==> src/rtl/serial_subtractor.sv <==
// serial_subtractor: bit-serial unsigned a - b, LSB first, one bit per clock.
// A single borrow flop links bit i to bit i+1. diff/borrow_out update only on the
// completing edge (or reset) and hold between operations.
module serial_subtractor #(
    parameter int WIDTH = 8
) (
    input  logic             clk,
    input  logic             rst,
    input  logic             start,
    input  logic [WIDTH-1:0] a,
    input  logic [WIDTH-1:0] b,
    output logic             busy,
    output logic             done,
    output logic [WIDTH-1:0] diff,
    output logic             borrow_out
);

    // Counter must index bits 0..WIDTH-1; keep at least one bit for WIDTH=1.
    localparam int CW = (WIDTH > 1) ? $clog2(WIDTH) : 1;

    typedef enum logic [1:0] {
        S_IDLE  = 2'd0,
        S_SHIFT = 2'd1,
        S_DONE  = 2'd2
    } state_t;

    state_t           r_state;
    state_t           w_state_nxt;
    logic [WIDTH-1:0] r_a_sh;
    logic [WIDTH-1:0] r_b_sh;
    logic [WIDTH-1:0] r_res;
    logic [WIDTH-1:0] w_res_nxt;
    logic             r_bq;
    logic [CW-1:0]    r_cnt;
    logic             w_d;
    logic             w_b_nxt;
    logic             w_last;
    logic             w_load;

    // Full-subtract cell on the current LSBs with the stored borrow.
    assign w_d     = r_a_sh[0] ^ r_b_sh[0] ^ r_bq;
    assign w_b_nxt = (~r_a_sh[0] & r_b_sh[0]) | (~(r_a_sh[0] ^ r_b_sh[0]) & r_bq);
    assign w_last  = (r_cnt == CW'(WIDTH - 1));

    // Result register fills from the MSB side so bit 0 lands at the bottom after WIDTH shifts.
    generate
        if (WIDTH == 1) begin : g_res_w1
            assign w_res_nxt = w_d;
        end else begin : g_res_wn
            assign w_res_nxt = {w_d, r_res[WIDTH-1:1]};
        end
    endgenerate

    // State register.
    always_ff @(posedge clk or posedge rst) begin
        if (rst) r_state <= S_IDLE;
        else     r_state <= w_state_nxt;
    end

    // Next-state and handshake outputs; DONE may accept a new start directly.
    always_comb begin
        w_state_nxt = r_state;
        busy        = 1'b0;
        done        = 1'b0;
        w_load      = 1'b0;
        case (r_state)
            S_IDLE: begin
                if (start) begin
                    w_load      = 1'b1;
                    w_state_nxt = S_SHIFT;
                end
            end
            S_SHIFT: begin
                busy = 1'b1;
                if (w_last) w_state_nxt = S_DONE;
            end
            S_DONE: begin
                done = 1'b1;
                if (start) begin
                    w_load      = 1'b1;
                    w_state_nxt = S_SHIFT;
                end else begin
                    w_state_nxt = S_IDLE;
                end
            end
            default: w_state_nxt = S_IDLE;
        endcase
    end

    // Datapath: operand capture, per-bit shift, and result publish on the last bit.
    always_ff @(posedge clk or posedge rst) begin
        if (rst) begin
            r_a_sh     <= '0;
            r_b_sh     <= '0;
            r_res      <= '0;
            r_bq       <= 1'b0;
            r_cnt      <= '0;
            diff       <= '0;
            borrow_out <= 1'b0;
        end else if (w_load) begin
            r_a_sh <= a;
            r_b_sh <= b;
            r_res  <= '0;
            r_bq   <= 1'b0;
            r_cnt  <= '0;
        end else if (r_state == S_SHIFT) begin
            r_a_sh <= r_a_sh >> 1;
            r_b_sh <= r_b_sh >> 1;
            r_res  <= w_res_nxt;
            r_bq   <= w_b_nxt;
            r_cnt  <= r_cnt + 1'b1;
            if (w_last) begin
                diff       <= w_res_nxt;
                borrow_out <= w_b_nxt;
            end
        end
    end

endmodule
==> config.mk <==
export PLATFORM = sky130hd
export DESIGN_NAME = serial_subtractor
export DESIGN_NICKNAME = d
export VERILOG_FILES = /design/src/rtl/serial_subtractor.sv
export SDC_FILE = /design/constraint.sdc
export NUM_CORES = 1
export LEC_CHECK = 0
export CAP_MARGIN = 20
export CORE_ASPECT_RATIO = 1.75
export CORE_MARGIN = 8
export CORE_UTILIZATION = 32
export DETAILED_ROUTE_END_ITERATION = 10
export DONT_BUFFER_PORTS = 1
export PLACE_DENSITY = 0.45
export SLEW_MARGIN = 20
export SYNTH_ARGS = -nofsm -noshare
export SYNTH_HDL_FRONTEND = slang
export SYNTH_SLANG_ARGS = --single-unit
==> constraint.sdc <==
create_clock -name clk -period 1.55 [get_ports clk]
set_input_delay 0.0775 -clock clk [delete_from_list [all_inputs] [get_ports clk]]
set_output_delay 0.0775 -clock clk [all_outputs]
set_load 0.02 [all_outputs]
== After elaboration in Yosys (flattened, before gate mapping) ==
Index checks and enable logic that the tools add are counted.

* Muxes and demuxes: 18
* Bitwise operators: 8
* Add/subtract/negate cells: 1
* Reduce and logical (&&, ||, !) cells: 5
* Equal/unequal tests: 5

{| class="wikitable"
|+ Operator list
! cell !! count
|-
| two-way mux 8 bit || 6
|-
| two-way mux 1 bit || 7
|-
| two-way mux 3 bit || 2
|-
| case mux 2 bit (3 select lines) || 1
|-
| two-way mux 2 bit || 2
|-
| != test 2 bit, second input constant || 2
|-
| adder 3 x 1 -> 3 bit, second input constant || 1
|-
| == test 3 bit, second input constant || 1
|-
| NOT 1 bit || 3
|-
| AND reduction 3 bit || 1
|-
| AND 1 bit || 2
|-
| == test 2 x 1 -> 1 bit, second input constant || 1
|-
| == test 2 bit, second input constant || 1
|-
| zero test 2 bit || 1
|-
| AND reduction 2 bit || 1
|-
| nonzero test 2 bit || 1
|-
| OR reduction 2 bit || 1
|-
| XOR 1 bit || 2
|-
| OR 1 bit || 1
|}

* Bits in registers: 39
* Output and inout bits: 11
* Input port bits: 19

== Longest topological paths before layout ==
Gate-level depths: netlist (run 1).

* Depth after elaboration: 6
* Mapped depth: 6

== Worst setup path after synthesis (run 1) ==
No wires, ideal clock.

* Kind: register to register
* From: register r_cnt[0]
* To: register diff[0]
* Setup time: 125 ps
* Path buffers: 1
* Setup slack: 37 ps
* Arrival: 1388 ps
* Cell stages (with the launch flop): 6
* Path through: dfrtp_1 -> ha_1 -> ha_1 -> nand3b_1 -> buf_2 -> mux2_2

* Longest elaborated chain between the ends: 2

{| class="wikitable"
|+ RTL lines
! element !! line !! text
|-
| start: declaration || 34 || <nowiki>logic [CW-1:0] r_cnt;</nowiki>
|-
| start signal: assignment || 111 || <nowiki>r_cnt <= r_cnt + 1'b1;</nowiki>
|-
| == test 3 bit || 43 || <nowiki>assign w_last = (r_cnt == CW'(WIDTH - 1));</nowiki>
|-
| AND reduction 3 bit (no source line) || n/a ||
|-
| end signal: assignment || 113 || <nowiki>diff <= w_res_nxt;</nowiki>
|-
| end: declaration || 14 || <nowiki>output logic [WIDTH-1:0] diff,</nowiki>
|}

No other way between the ends.
A chain may end at the register's enable or synchronous reset.

== Worst setup path after layout (run 1) ==
* From: register r_cnt[1]
* To: register diff[3]

Same word-level chain as after synthesis.

==> summary.txt, run 1 <==
Run status
  • Outcome: complete, no violations

Detailed routing
  • DR vias: 1233
  • Post-route DRC: 0
  • Avg WL per Cell: 14.3 um
  • Drt pass-1 iters: 4
  • DRT iter0 DRCs: 29
  • Via-to-Cell Ratio: 4.65
  • Total Routed Length: 3.79 mm
  • Detail Route Antenna Nets: 0

STA
  • Fin crit period: 1.49 ns
  • Final Hold Vio Count: 0
  • Fin crit share: 95.8%
  • Setup TNS: 0 ns
  • Slew of the pin with the lowest slew margin: 0.513 ns
  • Highest Clock Rate: 0.673 GHz
  • Final setup margin: 0.0645 ns
  • Max_slew headroom: 65.7%
  • Worst Clk Skew: 0.00444 ns
  • Fin Hold WS: 0.0131 ns
  • RSZ-0062 raised after global routing: false
  • Pins Over Slew Limit: 0
  • Final setup viols: 0

Yosys
  • Cell taking the most area after synthesis: dfrtp_1
  • Post-synthesis area per instance: 11.1 sq um
  • Synth Register Bits: 38
  • Yosys top cell area share: 51.2%
  • Post-synth EDFFs: 0
  • Synthesis Warnings: 0
  • Synth Flop Type: dfrtp_1
  • Syn Nets: 190
  • Async S/R FF share, synth: 100%
  • Dominant cells by area after synthesis: dfrtp_1 51%, mux2_2 10%, mux2i_1 4.3%, nand2b_1 3.4%, o21ai_0 3.2%
  • Seq/Total Area, Yosys: 51.2%
  • Synth Cell Area: 1860 sq um
  • Syn Inst Count: 168
  • Synth cell types: 25

Clock network
  • Max H-tree Level: 2
  • Clk Latency, worst-skew pair: 0.28 ns
  • CTS tree: built
  • Root buf cell: clkbuf_8
  • Worst-path clk slew: 0.07 ns
  • Clock tree buffer depth: 2
  • Clock buffer count from CTS: 5
  • Clk sink count: 38

Hold path
  • Type of the tightest min-delay check: input pin to flop

Worst setup path
  • Startpoint Class: flop
  • Slowest stage delay, CP: 0.40 ns
  • Crit-path max FO: 10
  • Critical Path AT: 1.65 ns
  • Buf+Inv Stages, Crit Path: 1
  • Setup CP Type: flop to flop
  • Kind of end point of the critical path: flop
  • Critical-path cell list: ha_2, ha_1, nand3b_1, buf_12, mux2_2
  • Slowest-stage cell, CP: dfrtp_1
  • CP Data Required Time: 1.72 ns
  • Kind of cell adding the most delay to the critical path: flip-flops

Die
  • Initial Util: 32.4%
  • Rows: 37
  • Top Ports: 30
  • Core area: 5740 sq um
  • Die area: 8600 sq um
  • Die Y-Extent: 117 um
  • Die width: 73.6 um

Cells and area
  • Fraction of layout cells with a size suffix above 1: 19.8%
  • Fillers: 596
  • P&R area growth vs syn: 17.7%
  • Commonest non-fill, non-tap cell in the layout: dfrtp_1
  • Final std cells w/o fill: 265
  • Most frequent cells in the layout: 38 x dfrtp_1, 17 x mux2_2, 14 x dlygate4sd3_1
  • Final nets: 209
  • Final core occ: 38.1%
  • Antenna diodes: 0

Global routing
  • Initial antenna violation count: 0
  • Number of global-route vias before repair: 1349
  • Gr ovfl total: 0
  • All-Layer GR Usage: 9.96%
  • Largest net degree at the start of global routing: 39
  • First-pass GRT wire length: 6.56 mm

Placement
  • Hpwl dp: 2.58 mm
  • Port Buffer Count: 0
  • Placed Instances: 242
  • Routability Congestion: 0.695
  • Setup WS pre-CTS: 0.0494 ns

Power and ir drop
  • Worst vdd ir: 0.000625 V
  • Power Dens Cells: 1860 nW/um^2
  • Leakage: 0.961 nW

Job
  • # Max-Cap Violations: 0
==> sequential cells by signal (all words and copies together) (netlist names) <==
register	count
borrow_out	1
diff	8
r_a_sh	8
r_b_sh	8
r_bq	1
r_cnt	3
r_res	7
r_state	2
==> cell families (layout without fill, tap and decap cells) <==
kind of cell	Yosys count	count (layout)	share of synthesized area, %
AO/OA/AOI/OAI	43	43	14.4
XOR/XNOR	1	1	0.471
adder cells (fa/ha/maj)	3	3	2.42
buffers and inverters	24	43	6.67
flip-flops	38	38	51.2
multiplexers	25	25	14.6
AND/OR/NAND/NOR	34	34	10.2
==> synth_stat cells (3+ instances only) <==
library cell	count
nor2b_1	7
mux2i_1	8
dfrtp_1	38
nand3_1	3
nand3b_1	3
inv_1	11
a211oi_1	6
nand2b_1	10
buf_2	9
a21oi_1	10
mux2_2	17
buf_6	3
o22ai_1	6
nand2_1	9
a22o_1	4
o21ai_0	12
==> repair_timing <==
action / 4_1_cts / 5_1_grt
gates resized for setup: 0 / 1
buffers inserted: 0 / 2
setup endpoints to repair: 0 / 8
hold endpoints to repair: 57 / 0
hold buffers: 14 / 0
==> power breakdown <==
| part | internal (W) | switching (W) | total (W) | leakage, nW |
|---|---|---|---|---|
| Clock | 0.000310 | 0.000325 | 0.000635 | 0.0383 |
| Sequential | 0.00145 | 0.000455 | 0.00190 | 0.469 |
| Combinational | 0.000821 | 0.000707 | 0.00153 | 0.453 |
==> cell type report <==
cell class | instances | area, sq um | area share (%)
clock buffers | 7 | 76.3 | 3.49
inverters | 11 | 41.3 | 1.89
multi-input cells | 106 | 786 | 35.9
flip-flops and latches | 38 | 951 | 43.5
well taps | 78 | 97.6 | 4.46
repair buffers | 25 | 235 | 10.8
==> routing by layer <==
layer / GRT usage, % / share of wire, % / up-vias
met4: 5.23 / 1.9 / 0
met1: 11.0 / 43 / 593
met5: 0 / 0 / -
li1: - / - / 614
met2: 16.8 / 51 / 21
met3: 2.65 / 4.3 / 5
==> final timing paths <==
check                      slack (ns)         to  startpoint  cells after the start
setup / recovery                 0.06    diff[3]    r_cnt[1]                      5
setup reg to reg                 0.06    diff[3]    r_cnt[1]                      5
hold / removal                   0.01  r_a_sh[7]        a[7]                      2
min in group asynchronous        0.36    diff[4]         rst                      3
hold reg to reg                  0.49  r_a_sh[6]   r_a_sh[6]                      1
max in group asynchronous        0.85    diff[7]         rst                      3
==> metrics by stage <==
step / instance area (sq um) / power [W]
6_report: 2190 / 0.00406
5_1_grt: 2190 / 0.00442
4_1_cts: 2170 / 0.00412
3_5_place_dp: 1950 / 0.00343
3_3_place_gp: 1950 / 0.00334
2_1_floorplan: 1860 / 0.00312
Power figures use the tool's default switching activity.
==> run 2, diff against run 1 <==
--- a/config.mk
+++ b/config.mk
@@ -7,11 +7,11 @@
 export LEC_CHECK = 0
 export CAP_MARGIN = 20
 export CORE_ASPECT_RATIO = 1.75
-export CORE_MARGIN = 8
+export CORE_MARGIN = 10
 export CORE_UTILIZATION = 32
 export DETAILED_ROUTE_END_ITERATION = 10
 export DONT_BUFFER_PORTS = 1
-export PLACE_DENSITY = 0.45
+export PLACE_DENSITY = 0.44
 export SLEW_MARGIN = 20
 export SYNTH_ARGS = -nofsm -noshare
 export SYNTH_HDL_FRONTEND = slang
==> constraint.sdc (replaced) <==
create_clock -name clk -period 1.6 [get_ports clk]
set_input_delay 0.08 -clock clk [delete_from_list [all_inputs] [get_ports clk]]
set_output_delay 0.08 -clock clk [all_outputs]
set_load 0.02 [all_outputs]
==> summary.txt, run 2 (same netlist as run 1, synthesis figures left out) <==
STA
  • Slew of the pin with the lowest slew margin: 0.495 ns (-0.0184 ns)
  • Fin crit share: 96.0% (+0.13 points)
  • Worst Clk Skew: 0.00508 ns (+0.000637 ns)
  • Final Hold Vio Count: 0 (unchanged)
  • Setup TNS: 0 ns (unchanged)
  • Final setup viols: 0 (unchanged)
  • RSZ-0062 raised after global routing: false
  • Fin crit period: 1.54 ns (+0.0499 ns)
  • Highest Clock Rate: 0.651 GHz (-3.3%)
  • Max_slew headroom: 67.0% (+1.3 points)
  • Pins Over Slew Limit: 0 (unchanged)

Worst setup path
  • Flop2flop setup slack: 0.06 ns (about the same)
  • CP Data Required Time: 1.77 ns (+0.05 ns)
  • Critical Path AT: 1.71 ns (+0.06 ns)
  • Setup CP Type: flop to flop
  • Startpoint Class: flop
  • Kind of end point of the critical path: flop
  • Crit-path max FO: 11 (+1)

Die
  • Rows: 36 (-2.7%)
  • Die width: 77.6 um (+5.4%)
  • Die area: 9370 sq um (+9.0%)
  • Core area: 5590 sq um (-2.7%)
  • Die Y-Extent: 121 um (+3.4%)
  • Top Ports: 30 (unchanged)
  • Initial Util: 33.3% (+0.90 points)

Cells and area
  • Most frequent cells in the layout: 38 x dfrtp_1, 17 x mux2_2, 14 x dlygate4sd3_1
  • Final std cells w/o fill: 261 (-1.5%)
  • Largest regs: diff: 8 flops, r_a_sh: 8 flops, r_b_sh: 8 flops
  • Commonest non-fill, non-tap cell in the layout: dfrtp_1
  • Fin area: 2170 sq um (-0.92%)
  • Final nets: 207 (-0.96%)
  • Fraction of layout cells with a size suffix above 1: 18.4% (-1.4 points)
  • Final core occ: 38.8% (+0.70 points)
  • Antenna diodes: 0 (unchanged)
  • P&R area growth vs syn: 16.6%

Placement
  • Hpwl dp: 2.66 mm (+3.1%)
  • Placed Instances: 240 (-0.83%)
  • Port Buffer Count: 0 (unchanged)
  • Placed inst area: 1950 sq um (-0.13%)
  • Routability Congestion: 0.719 (+3.4%)

Clock network
  • Max H-tree Level: 2 (unchanged)
  • CTS tree: built
  • Clock tree buffer depth: 2 (unchanged)
  • Worst-path clk slew: 0.07 ns (about the same)
  • Clk Latency, worst-skew pair: 0.28 ns (about the same)
  • Clk sink count: 38 (unchanged)
  • Clock buffer count from CTS: 5 (unchanged)
  • Setup Fix Bufs, Post-CTS: 0 (unchanged)
  • Root buf cell: clkbuf_8

Global routing
  • All-Layer GR Usage: 9.14% (-0.82 points)
  • First-pass GRT wire length: 6.94 mm (+5.8%)
  • Number of global-route vias before repair: 1395 (+3.4%)
  • Gr ovfl total: 0 (unchanged)
  • Initial antenna violation count: 0 (unchanged)
  • Largest net degree at the start of global routing: 39 (unchanged)

Detailed routing
  • Total Routed Length: 3.89 mm (+2.7%)
  • DRT iter0 DRCs: 37 (+28%)
  • DR vias: 1238 (+0.41%)
  • Avg WL per Cell: 14.9 um (+4.3%)
  • Post-route DRC: 0 (unchanged)
  • Via-to-Cell Ratio: 4.74 (+1.9%)
  • Drt pass-1 iters: 2 (-2)
  • Detail Route Antenna Nets: 0 (unchanged)

Power and ir drop
  • Power Dens Cells: 1810 nW/um^2 (-2.6%)
  • Leakage: 0.953 nW (-0.79%)
  • Worst vdd ir: 0.000665 V (+6.3%)

Run status
  • Outcome: complete, no violations

Job
  • # Max-Cap Violations: 0 (unchanged)

Hold path
  • Type of the tightest min-delay check: input pin to flop
run 2: worst paths after layout:
| kind | from | to | cells after the start |
|---|---|---|---|
| min reg2reg | r_b_sh[6] | r_b_sh[6] | 1 |
| max | r_cnt[0] | diff[0] | 5 |
| max reg2reg | r_cnt[0] | diff[0] | 5 |
| max in group asynchronous | rst | r_cnt[2] | 3 |
| min in group asynchronous | rst | diff[2] | 3 |
| min | a[7] | r_a_sh[7] | 2 |
run 2: layout make-up:
| class | count | area (sq um) |
|---|---|---|
| Clock buffer | 7 | 76.3 |
| Fill cell | 573 | 3420 |
| Inverter | 11 | 41.3 |
| Multi-Input combinational cell | 106 | 783 |
| Sequential cell | 38 | 951 |
| Tap cell | 76 | 95.1 |
| Timing Repair Buffer | 23 | 220 |
run 2: per-layer routing:
metal,share of wire (%),GRT usage [%]
met1,40,9.76
met2,52,15.4
met3,5.9,3.41
met4,2.0,4.47
met5,0,0
run 2: repair_timing:
item,4_1_cts,5_1_grt
hold buffers,14,0
resized for setup,0,0
endpoints found under the hold margin,57,0
run 2: critical path: stages (launching register included):
cell and delay, ns:
dfrtp_1 0.41, ha_1 0.21, ha_1 0.19, nand3b_1 0.13, buf_12 0.15, mux2_2 0.33
run 2: stage by stage:
step | hold WS (ns) | power, W | setup slack (ns)
2_1_floorplan | 0.260 | 0.00302 | 0.0874
3_3_place_gp | 0.111 | 0.00325 | 0.108
3_5_place_dp | 0.127 | 0.00333 | 0.0739
4_1_cts | 0.00292 | 0.00400 | 0.0559
5_1_grt | 0.0164 | 0.00431 | 0.0157
6_report | 0.00566 | 0.00392 | 0.0646
run 2: power breakdown:
part / internal, W / switching, W / leakage, nW
sequential: 0.00140 / 0.000452 / 0.469
combinational: 0.000773 / 0.000677 / 0.446
clock: 0.000300 / 0.000318 / 0.0383
total: 0.00247 / 0.00145 / 0.953
